**config.mk**
```make
export PLATFORM = sky130hd
export DESIGN_NAME = chan_emu
export DESIGN_NICKNAME = d
export VERILOG_FILES = /design/src/rtl/chan_emu_pkg.sv /design/src/rtl/chan_emu_lfsr16.sv /design/src/rtl/chan_emu.sv
export SDC_FILE = /design/constraint.sdc
export NUM_CORES = 1
export LEC_CHECK = 0
export CORE_MARGIN = 2
export CORE_UTILIZATION = 56
export DETAILED_ROUTE_END_ITERATION = 16
export PLACE_DENSITY = 0.81
export REMOVE_ABC_BUFFERS = 1
export SLEW_MARGIN = 20
export SYNTH_ARGS = -nofsm -noshare
export SYNTH_HDL_FRONTEND = slang
export SYNTH_SLANG_ARGS = --single-unit
```
**constraint.sdc**
```tcl
create_clock -name clk_32M768 -period 4.6 [get_ports clk_32M768]
set_clock_uncertainty 0.2 [all_clocks]
set_input_delay 0.92 -clock clk_32M768 [delete_from_list [all_inputs] [get_ports clk_32M768]]
set_output_delay 0.92 -clock clk_32M768 [all_outputs]
set_load 0.005 [all_outputs]
```
**src/rtl/chan_emu_pkg.sv**
```systemverilog
// Shared definitions for the IQ loopback channel emulator: rotation codes,
// noise LFSR constants, fill FSM states and the saturation helper.
package chan_emu_pkg;

    localparam logic [1:0] ROT_I_Q   = 2'd0;
    localparam logic [1:0] ROT_Q_NI  = 2'd1;
    localparam logic [1:0] ROT_NI_NQ = 2'd2;
    localparam logic [1:0] ROT_NQ_I  = 2'd3;

    localparam int unsigned     LFSR_W    = 16;
    localparam logic [LFSR_W-1:0] LFSR_POLY = 16'hB400;

    typedef enum logic {FILL, RUN} fill_state_e;

    // Clip a wide signed value into the range of a w-bit two's complement word.
    function automatic logic signed [31:0] sat_dw(input logic signed [31:0] x,
                                                  input int unsigned w);
        logic signed [31:0] hi;
        logic signed [31:0] lo;
        hi = (32'sd1 <<< (w - 1)) - 32'sd1;
        lo = -hi - 32'sd1;
        if (x > hi) return hi;
        if (x < lo) return lo;
        return x;
    endfunction

endpackage

```
**src/rtl/chan_emu_lfsr16.sv**
```systemverilog
// 16-bit Galois LFSR noise source; advances only when step_i is high.
module lfsr16 import chan_emu_pkg::*; #(
    parameter logic [LFSR_W-1:0] SEED  = 16'hACE1,
    parameter int unsigned       OUT_W = 6
) (
    input  logic             clk_i,
    input  logic             rst_ni,
    input  logic             step_i,
    output logic [OUT_W-1:0] value_o
);

    logic [LFSR_W-1:0] state_q;
    logic [LFSR_W-1:0] state_d;

    always_comb begin
        state_d = state_q;
        if (step_i) begin
            state_d = {1'b0, state_q[LFSR_W-1:1]} ^ (state_q[0] ? LFSR_POLY : '0);
        end
    end

    always_ff @(posedge clk_i or negedge rst_ni) begin
        if (!rst_ni) state_q <= SEED;
        else         state_q <= state_d;
    end

    assign value_o = state_q[OUT_W-1:0];

endmodule

```
**src/rtl/chan_emu.sv**
```systemverilog
// IQ loopback channel emulator: rotate -> gain -> noise/DC sum, then an
// optional sample-count delay line guarded by a fill FSM.
module chan_emu import chan_emu_pkg::*; #(
    parameter int unsigned DW      = 12,
    parameter int unsigned DEPTH   = 16,
    parameter int unsigned NOISE_W = 6,
    parameter logic [15:0] SEED_I  = 16'hACE1,
    parameter logic [15:0] SEED_Q  = 16'h1D2B
) (
    input  logic                       clk_32M768,
    input  logic                       rst_n_32M768,
    input  logic                       in_valid,
    input  logic signed [DW-1:0]       in_I,
    input  logic signed [DW-1:0]       in_Q,
    input  logic [1:0]                 ROT_CTRL,
    input  logic [2:0]                 GAIN_NUM,
    input  logic                       NOISE_EN,
    input  logic signed [DW-1:0]       DC_OFFSET,
    input  logic [$clog2(DEPTH)-1:0]   DELAY_CFG,
    input  logic                       SAT_CLR,
    output logic signed [DW-1:0]       out_I,
    output logic signed [DW-1:0]       out_Q,
    output logic                       out_valid,
    output logic                       sat_flag
);

    localparam int unsigned AW = $clog2(DEPTH);

    function automatic logic signed [31:0] ext(input logic signed [DW-1:0] x);
        return 32'(x);
    endfunction

    logic signed [DW-1:0] s1_i_q, s1_q_q, s1_i_d, s1_q_d;
    logic signed [DW-1:0] s2_i_q, s2_q_q, s2_i_d, s2_q_d;
    logic signed [DW-1:0] s3_i, s3_q;
    logic                 s1_v_q, s2_v_q;
    logic signed [DW-1:0] out_i_q, out_q_q, out_i_d, out_q_d;
    logic                 out_v_q, out_v_d;
    logic                 sat_q, sat_d, sat1, sat2, sat3;
    logic [AW-1:0]        wr_ptr_q, wr_ptr_d, rd_idx, cfg_q, fill_cnt_q, fill_cnt_d, cnt_inc;
    fill_state_e          state_q, state_d;
    logic                 cfg_chg;
    logic [NOISE_W-1:0]   nz_i, nz_q;
    logic signed [DW-1:0] mem_i_q [DEPTH];
    logic signed [DW-1:0] mem_q_q [DEPTH];

    logic signed [31:0] rot_i, rot_q, c1_i, c1_q;
    logic signed [31:0] gain_s, sh_i, sh_q, c2_i, c2_q;
    logic signed [31:0] noise_i, noise_q, sum_i, sum_q, c3_i, c3_q;

    lfsr16 #(.SEED(SEED_I), .OUT_W(NOISE_W)) u_lfsr_i (
        .clk_i(clk_32M768), .rst_ni(rst_n_32M768), .step_i(s2_v_q), .value_o(nz_i)
    );
    lfsr16 #(.SEED(SEED_Q), .OUT_W(NOISE_W)) u_lfsr_q (
        .clk_i(clk_32M768), .rst_ni(rst_n_32M768), .step_i(s2_v_q), .value_o(nz_q)
    );

    always_comb begin
        rot_i = ext(in_I);
        rot_q = ext(in_Q);
        case (ROT_CTRL)
            ROT_Q_NI:  begin rot_i = ext(in_Q);  rot_q = -ext(in_I); end
            ROT_NI_NQ: begin rot_i = -ext(in_I); rot_q = -ext(in_Q); end
            ROT_NQ_I:  begin rot_i = -ext(in_Q); rot_q = ext(in_I);  end
            default:   ;
        endcase
        c1_i   = sat_dw(rot_i, DW);
        c1_q   = sat_dw(rot_q, DW);
        s1_i_d = DW'(c1_i);
        s1_q_d = DW'(c1_q);
        sat1   = in_valid & ((c1_i != rot_i) | (c1_q != rot_q));

        gain_s = $signed({29'd0, GAIN_NUM});
        sh_i   = (ext(s1_i_q) * gain_s) >>> 2;
        sh_q   = (ext(s1_q_q) * gain_s) >>> 2;
        c2_i   = sat_dw(sh_i, DW);
        c2_q   = sat_dw(sh_q, DW);
        s2_i_d = DW'(c2_i);
        s2_q_d = DW'(c2_q);
        sat2   = s1_v_q & ((c2_i != sh_i) | (c2_q != sh_q));

        noise_i = '0;
        noise_q = '0;
        if (NOISE_EN) begin
            noise_i[NOISE_W-1:0] = nz_i;
            noise_q[NOISE_W-1:0] = nz_q;
        end
        sum_i = ext(s2_i_q) + noise_i + ext(DC_OFFSET);
        sum_q = ext(s2_q_q) + noise_q + ext(DC_OFFSET);
        c3_i  = sat_dw(sum_i, DW);
        c3_q  = sat_dw(sum_q, DW);
        s3_i  = s2_v_q ? DW'(c3_i) : '0;
        s3_q  = s2_v_q ? DW'(c3_q) : '0;
        sat3  = s2_v_q & ((c3_i != sum_i) | (c3_q != sum_q));

        sat_d = (sat1 | sat2 | sat3) ? 1'b1 : (SAT_CLR ? 1'b0 : sat_q);
    end

    // A config change drops back to FILL; a write on that same edge is not
    // counted, so the first emitted sample is always written after the change.
    always_comb begin
        cfg_chg    = (DELAY_CFG != cfg_q);
        rd_idx     = wr_ptr_q - DELAY_CFG;
        cnt_inc    = fill_cnt_q + AW'(1);
        wr_ptr_d   = s2_v_q ? wr_ptr_q + AW'(1) : wr_ptr_q;
        state_d    = state_q;
        fill_cnt_d = fill_cnt_q;
        out_v_d    = 1'b0;
        out_i_d    = '0;
        out_q_d    = '0;
        if (cfg_chg) begin
            state_d    = FILL;
            fill_cnt_d = '0;
        end else if (state_q == FILL && s2_v_q && DELAY_CFG != '0) begin
            fill_cnt_d = cnt_inc;
            if (cnt_inc == DELAY_CFG) state_d = RUN;
        end
        if (DELAY_CFG == '0) begin
            out_v_d = s2_v_q;
            out_i_d = s3_i;
            out_q_d = s3_q;
        end else if (state_q == RUN && !cfg_chg && s2_v_q) begin
            out_v_d = 1'b1;
            out_i_d = mem_i_q[rd_idx];
            out_q_d = mem_q_q[rd_idx];
        end
    end

    always_ff @(posedge clk_32M768) begin
        if (s2_v_q) begin
            mem_i_q[wr_ptr_q] <= s3_i;
            mem_q_q[wr_ptr_q] <= s3_q;
        end
    end

    always_ff @(posedge clk_32M768 or negedge rst_n_32M768) begin
        if (!rst_n_32M768) begin
            s1_i_q     <= '0;
            s1_q_q     <= '0;
            s1_v_q     <= 1'b0;
            s2_i_q     <= '0;
            s2_q_q     <= '0;
            s2_v_q     <= 1'b0;
            out_i_q    <= '0;
            out_q_q    <= '0;
            out_v_q    <= 1'b0;
            sat_q      <= 1'b0;
            wr_ptr_q   <= '0;
            cfg_q      <= '0;
            fill_cnt_q <= '0;
            state_q    <= FILL;
        end else begin
            s1_i_q     <= s1_i_d;
            s1_q_q     <= s1_q_d;
            s1_v_q     <= in_valid;
            s2_i_q     <= s2_i_d;
            s2_q_q     <= s2_q_d;
            s2_v_q     <= s1_v_q;
            out_i_q    <= out_i_d;
            out_q_q    <= out_q_d;
            out_v_q    <= out_v_d;
            sat_q      <= sat_d;
            wr_ptr_q   <= wr_ptr_d;
            cfg_q      <= DELAY_CFG;
            fill_cnt_q <= fill_cnt_d;
            state_q    <= state_d;
        end
    end

    assign out_I     = out_i_q;
    assign out_Q     = out_q_q;
    assign out_valid = out_v_q;
    assign sat_flag  = sat_q;

endmodule
```
# --- Word level (Yosys, flattened, before mapping) ---
# Memory sizes are Yosys's and may differ from the RTL's.
# Index checks and enable logic that the tools add are counted.
word_totals:
  reg_bits: 121
  ramBits: 384
  inputBits: 50
  output_inout_bits: 26
  elab_cells: 139
  mem_count: 2
mem_list:
  columns: ["memory", "words", "word_bits", "read_ports", "rd_ports_with_merged_regs", "write_ports", "line", "rtl"]
  rows:
  - ["mem_i_q", 16, 12, 1, 0, 1, "chan_emu.sv:44", "logic signed [DW-1:0] mem_i_q [DEPTH];"]
  - ["mem_q_q", 16, 12, 1, 0, 1, "chan_emu.sv:45", "logic signed [DW-1:0] mem_q_q [DEPTH];"]
op_classes:
  n_addsub: 9
  n_mul: 2
  n_lt_le_gt_ge: 12
  eq_ne: 11
  mux: 65
  bitwise_logic: 11
  n_reduce_logical: 11
ops:
  columns: ["cell", "count"]
  rows:
  - ["two-way mux 32 bit", 24]
  - ["one-hot mux 32 bit (3 select lines)", 2]
  - ["!= test 32 x 14 -> 1 bit", 4]
  - ["two-way mux 12 bit", 6]
  - ["greater-than comparator 32 x 12 -> 1 bit (second input constant)", 2]
  - ["less-than comparator 32 x 12 -> 1 bit (second input constant)", 2]
  - ["!= test 32 bit", 2]
  - ["negator 12 -> 32 bit", 2]
  - ["greater-than comparator 14 x 12 -> 1 bit (second input constant)", 4]
  - ["less-than comparator 14 x 12 -> 1 bit (second input constant)", 4]
  - ["multiplier 12 x 4 -> 16 bit", 2]
  - ["two-way mux 16 bit", 2]
  - ["XOR 15 x 16 -> 16 bit", 2]
  - ["adder 13 x 12 -> 14 bit", 2]
  - ["two-way mux 1 bit", 27]
  - ["adder 12 x 7 -> 13 bit", 2]
  - ["two-way mux 6 bit", 2]
  - ["adder 4 x 1 -> 4 bit (second input constant)", 2]
  - ["two-way mux 4 bit", 2]
  - ["nonzero test 2 bit", 3]
  - ["bitwise OR 1 bit", 5]
  - ["equality test 2 bit (second input constant)", 2]
  - ["equality test 4 bit", 1]
  - ["logical AND 1 bit", 4]
  - ["9 further kinds", 11]

# --- Depth between registers and ports, before layout ---
logic_depth:
  depth_word: 13
  mapped_depth: 21
  depth_no_buf: 21

# --- Hierarchy ---
# From an unflattened synthesis, not the netlist that was laid out.
unflattened:
  cells_unflattened: 1970
  area_unflattened_um2: 26531.7
by_module_without_submodules:
  columns: ["mod", "instances", "cells_per_inst", "area_each_um2", "seq_area_each_um2"]
  rows:
  - ["chan_emu", 1, 1878, 25130.4, 13758.2]
  - ["lfsr16", 2, 46, 700.7, 410.4]

# --- Worst setup path before layout ---
# No wires, ideal clock.
synth_timing:
  path_kind: "input to register"
  startpoint: "input port GAIN_NUM[1]"
  endpoint: "register sat_q, in the netlist sat_flag"
  setup_ns: 0.147
  arrival_time_ns: 4.821
  t_required_ns: 4.253
  setup_slack_ns: -0.568
  stages: 16
  path_buffers: 1
  cell_sequence: "clkbuf_1 and2_1 ha_1 fa_1 ha_1 a21oi_1 o2111ai_1 o31ai_1 nor2b_1 o2111ai_1 a21boi_0 or4_1 ha_1 a22o_1 o31ai_1 o2111ai_1"
synth_between:
  elab_chain_len: 12
  elab_cells_between_ends: 26
  classes_between: "mul: 2; order compare: 4; eq/ne: 2; mux: 13; bitwise: 4; reduce/logical: 1"
synth_lines:
  columns: ["item", "line", "rtl"]
  rows:
  - ["start, declared", "chan_emu.sv:16", "input logic [2:0] GAIN_NUM,"]
  - ["multiplier 12 x 4 -> 16 bit (on tied branches)", "chan_emu.sv:74, chan_emu.sv:75", null]
  - ["less-than comparator 14 x 12 -> 1 bit", "chan_emu_pkg.sv:23", "if (x < lo) return lo;"]
  - ["two-way mux 1 bit (2 in a row)", "chan_emu_pkg.sv:23", null]
  - ["two-way mux 32 bit", "chan_emu_pkg.sv:24", "return x;"]
  - ["two-way mux 32 bit", "chan_emu_pkg.sv:23", null]
  - ["!= test 32 x 14 -> 1 bit", "chan_emu.sv:80", "sat2 = s1_v_q & ((c2_i != sh_i) | (c2_q != sh_q));"]
  - ["bitwise OR 1 bit (*)", "chan_emu.sv:80", null]
  - ["AND 1 bit (*)", "chan_emu.sv:80", null]
  - ["bitwise OR 1 bit (*) (2 in a row)", "chan_emu.sv:96", "sat_d = (sat1 | sat2 | sat3) ? 1'b1 : (SAT_CLR ? 1'b0 : sat_q);"]
  - ["two-way mux 1 bit / nonzero test 2 bit (equally long branches)", null, null]
  - ["end signal, assigned", "chan_emu.sv:162", "sat_q <= sat_d;"]
  - ["end, declared", "chan_emu.sv:39", "logic sat_q, sat_d, sat1, sat2, sat3;"]
# Every way passes the cells marked *; elsewhere a longest branch is shown, timed or not. The select of a mux whose other input is x is not followed.
# A chain may end at the register's enable or synchronous reset.

# --- Worst setup path after layout ---
layout_timing:
  startpoint: "input port NOISE_EN"
  endpoint: "register sat_q, in the netlist sat_flag"
layout_between:
  elab_chain_len: 13
  elab_cells_between_ends: 29
  classes_between: "add/sub: 4; order compare: 4; eq/ne: 2; mux: 15; bitwise: 3; reduce/logical: 1"
layout_lines:
  columns: ["item", "line", "rtl"]
  rows:
  - ["start, declared", "chan_emu.sv:17", "input logic NOISE_EN,"]
  - ["two-way mux 6 bit", "chan_emu.sv:84", "if (NOISE_EN) begin"]
  - ["adder 12 x 7 -> 13 bit (on tied branches)", "chan_emu.sv:88, chan_emu.sv:89", null]
  - ["adder 13 x 12 -> 14 bit (on tied branches)", "chan_emu.sv:88, chan_emu.sv:89", null]
  - ["less-than comparator 14 x 12 -> 1 bit", "chan_emu_pkg.sv:23", null]
  - ["two-way mux 1 bit (2 in a row)", "chan_emu_pkg.sv:23", null]
  - ["two-way mux 32 bit", "chan_emu_pkg.sv:24", null]
  - ["two-way mux 32 bit", "chan_emu_pkg.sv:23", null]
  - ["!= test 32 x 14 -> 1 bit", "chan_emu.sv:94", "sat3 = s2_v_q & ((c3_i != sum_i) | (c3_q != sum_q));"]
  - ["bitwise OR 1 bit (*)", "chan_emu.sv:94", null]
  - ["AND 1 bit (*)", "chan_emu.sv:94", null]
  - ["bitwise OR 1 bit (*)", "chan_emu.sv:96", null]
  - ["two-way mux 1 bit / nonzero test 2 bit (equally long branches)", null, null]
# Marks and branches as above.

==> metrics <==
Worst-Margin Slew 1090 ps; clk_lat worst skew 610 ps; share of cells above drive strength 1 33.1%; placed inst area 29,800 sq um; Rel. slew slack 27.1%; IO Port Bufs 75; Die H 218 um; failing checks negative setup slack; cell taking the most area after synthesis edfxtp_1; Starting Density 56.7%; GR Overflow Total 0; Mapped Cells 1,878; cell mode on critical path buf_4; Hold-fix buffers, CTS 0; WP data required 4870 ps; worst-path cell chain buf_6 > buf_6 > and2_1 > fa_1 > ha_1 > nor2b_2 > o31a_1 > buf_4 > buf_4 > buf_4 > o21ai_0 > nand2b_1 > xnor2_1 > nand4_1 > nor3b_1 > a31oi_1 > o41ai_4 > buf_4 > o2111ai_2; Max stage delay on crit path 570 ps; via/cell ratio 6.23; maxcap violations 0; Synth Cell Area 25,700 sq um; CP Class in2reg; post-route cell area 32,200 sq um; Startpoint Class input port; H-Tree Depth 2; # diodes 0; max-slew violations 0; Max Freq 200 MHz; Die X 218 um; Synth Register Bits 505; DR vias 18.3k; dominant synthesized flop cell edfxtp_1; number of synthesized flops with an enable pin 384; YS warnings 0; Area contributors post-synth edfxtp_1 (45%), dfrtp_1 (10%), mux4_2 (8.9%); Synth top area share 44.9%; syn_area_per_cell 13.7 sq um; DRC violations left 0; post-layout net count 2,516; Cell Rows 78; area of the die 47,600 sq um; DP Cell Count 2,827; pin count of the biggest net entering global routing 100; CTS root buf clkbuf_16; worst path bufs/invs 6; Crit. End Element register; HP Class in2async; GRT busiest layer met2; maximum vdd drop 456 uV; Pre-antenna DRT Iters 8; TritonCTS Buffers 49; status finished, violations left; Final min period 5010 ps; worst-path maximum fanout 6; Synth cell types 67; Post-synth ARST share 24.0%; dpl hpwl 42,900 um; routability cong. 0.867; core footprint 45,300 sq um; Leak 0.0128 uW; Worst Path Arrival 5280 ps; DR iter-0 viols 2,301; met1 global-route usage 37.7%; CTS Sinks 505; initial antenna violation count 0; Final Cycle Share 109%; final worst slack -408 ps; Hold Vio Cnt, Final 0; clock tree buffer depth 3; Non-Filler Instances 2,947; routed len/inst 25.1 um; ANT nets after route 0; first-pass GRT wire length 109,000 um; CP top delay family compound AO/OA/AOI/OAI gates; vias in the first global route 18.8k; GR Layer Usage met2 51.4%; sequential fraction of the synthesis area 56.8%; # setup viols final 150; area growth from synthesis to layout 25.6%; gr usage total 30.5%; met3 GRT Util 6.15%; I/O Pins 76; RSZ-0062 raised after global routing true; TritonCTS clock tree done; Worst-path clk slew 60 ps; Power per Cell Area 777 nW/um^2; slowest stage cell on the critical path o21ai_0; Post-Route WL 74,000 um
==> worst register-to-register path: stages, from the launching register on <==
cell and delay [ps]:
dfstp_2 550, and2_1 160, fa_1 440, ha_1 320, nor2b_2 180, o31a_1 290
buf_4 150, buf_4 120, buf_4 120, o21ai_0 570, nand2b_1 230, xnor2_1 310
nand4_1 150, nor3b_1 240, a31oi_1 200, o41ai_4 370, buf_4 180, o2111ai_2 100
==> final cells by class <==
type	instances	area, sq um
sequential	505	14600
timing repair buffer	464	3880
inverter	132	498
fill	2769	13100
clock buffer	62	1350
tap	600	751
multi-input combinational	1157	10900
clock inverter	27	229
==> what timing repair did <==
action                                 4_1_cts  5_1_grt
endpoints found under the hold margin        0        0
buffers inserted                            21        9
pin swaps                                   44       38
gates cloned                                 1        1
setup endpoints to repair                  443      429
resized for setup                           92       80
==> per-layer routing <==
metal	routed length, um	vias up
met5	0	-
met4	4450	0
met3	7580	318
met2	36500	1186
met1	25400	9031
li1	-	7812
==> power by group <==
group          switching, uW  total, uW  internal [uW]  leakage (uW)
logic                   7510      13800           6320       0.00702
registers                394       7240           6840       0.00496
clock network           1820       3990           2170      0.000777
==> per-stage QoR <==
step / util (%) / TNS [ps] / power [uW] / setup WS [ps] / hold WS [ps]
after detailed placement: 65.8 / -493280 / 19000 / -1450 / 232
after CTS: 70.3 / -349 / 23800 / -130 / 260
after global routing: 71.2 / -41130 / 26000 / -495 / 292
final: 71.2 / -15230 / 25100 / -408 / 216
after global placement: 65.8 / -437480 / 18400 / -1290 / 235
after floorplan: - / -122670 / 13800 / -1510 / 154
==> cell usage after synthesis (all sizes together) (10+ instances only) <==
| library cell | count |
|---|---|
| o21a | 14 |
| mux4 | 101 |
| xor2 | 38 |
| edfxtp | 384 |
| a21oi | 67 |
| nor2b | 28 |
| dfstp | 16 |
| o21ai | 116 |
| xnor2 | 55 |
| ha | 118 |
| nand2 | 92 |
| and2 | 63 |
| or3 | 11 |
| buf | 23 |
| nor2 | 105 |
| inv | 131 |
| nand3 | 26 |
| mux2 | 54 |
| clkbuf | 61 |
| fa | 39 |
| mux2i | 41 |
| a21o | 10 |
| nand2b | 16 |
| nor3 | 19 |
| dfrtp | 105 |
| o22ai | 22 |
| a211oi | 11 |
==> flip-flops by register name, summed over array words and instances (netlist names) <==
| register | cells |
|---|---|
| s2_v_q | 1 |
| wr_ptr_q | 4 |
| mem_q_q | 192 |
| u_lfsr_q.state_q | 16 |
| out_I | 12 |
| s2_i_q | 12 |
| u_lfsr_i.state_q | 16 |
| out_Q | 12 |
| cfg_q | 4 |
| sat_flag | 1 |
| out_valid | 1 |
| s2_q_q | 12 |
| state_q | 1 |
| s1_i_q | 12 |
| s1_v_q | 1 |
| mem_i_q | 192 |
| s1_q_q | 12 |
| fill_cnt_q | 4 |
==> final timing paths <==
path                                                      start                          endpoint  slack, ps  cells after the start
worst max register to register  u_lfsr_q.state_q[3]$_DFFE_PN1P_              sat_flag$_DFFE_PN0P_       -390                     17
worst max-delay path                                   NOISE_EN              sat_flag$_DFFE_PN0P_       -410                     19
min in group clk_32M768                        s1_v_q$_DFF_PN0_                  s2_v_q$_DFF_PN0_        280                      0
worst min register to register                 s1_v_q$_DFF_PN0_                  s2_v_q$_DFF_PN0_        280                      0
worst min-delay path                               rst_n_32M768  u_lfsr_i.state_q[12]$_DFFE_PN0P_        220                      1
max in group asynchronous                          rst_n_32M768                out_I[0]$_DFF_PN0_       2970                      2
==> kinds of logic after synthesis <==
| kind of cell | count (synthesis) | share of synthesized area, % |
|---|---|---|
| AO/OA/AOI/OAI | 299 | 7.08 |
| buffers and inverters | 216 | 3.17 |
| adder cells (fa/ha/maj) | 157 | 8.79 |
| XOR/XNOR | 93 | 3.17 |
| multiplexers | 196 | 12.8 |
| AND/OR/NAND/NOR | 412 | 8.16 |
| flip-flops | 505 | 56.8 |
==> cell usage in the layout, fill, tap and decap left out, types with 54 or more instances in the layout <==
cell	netlist	routed
and2_1	63	61
inv_1	131	129
mux4_2	101	101
nand2_1	92	90
buf_4	0	363
mux2_2	54	54
dfrtp_1	105	104
edfxtp_1	384	384
o21ai_0	115	105
nor2_1	105	81
clkdlybuf4s50_1	0	57
ha_1	118	105
Note: power is estimated with default switching activity, not from simulation.
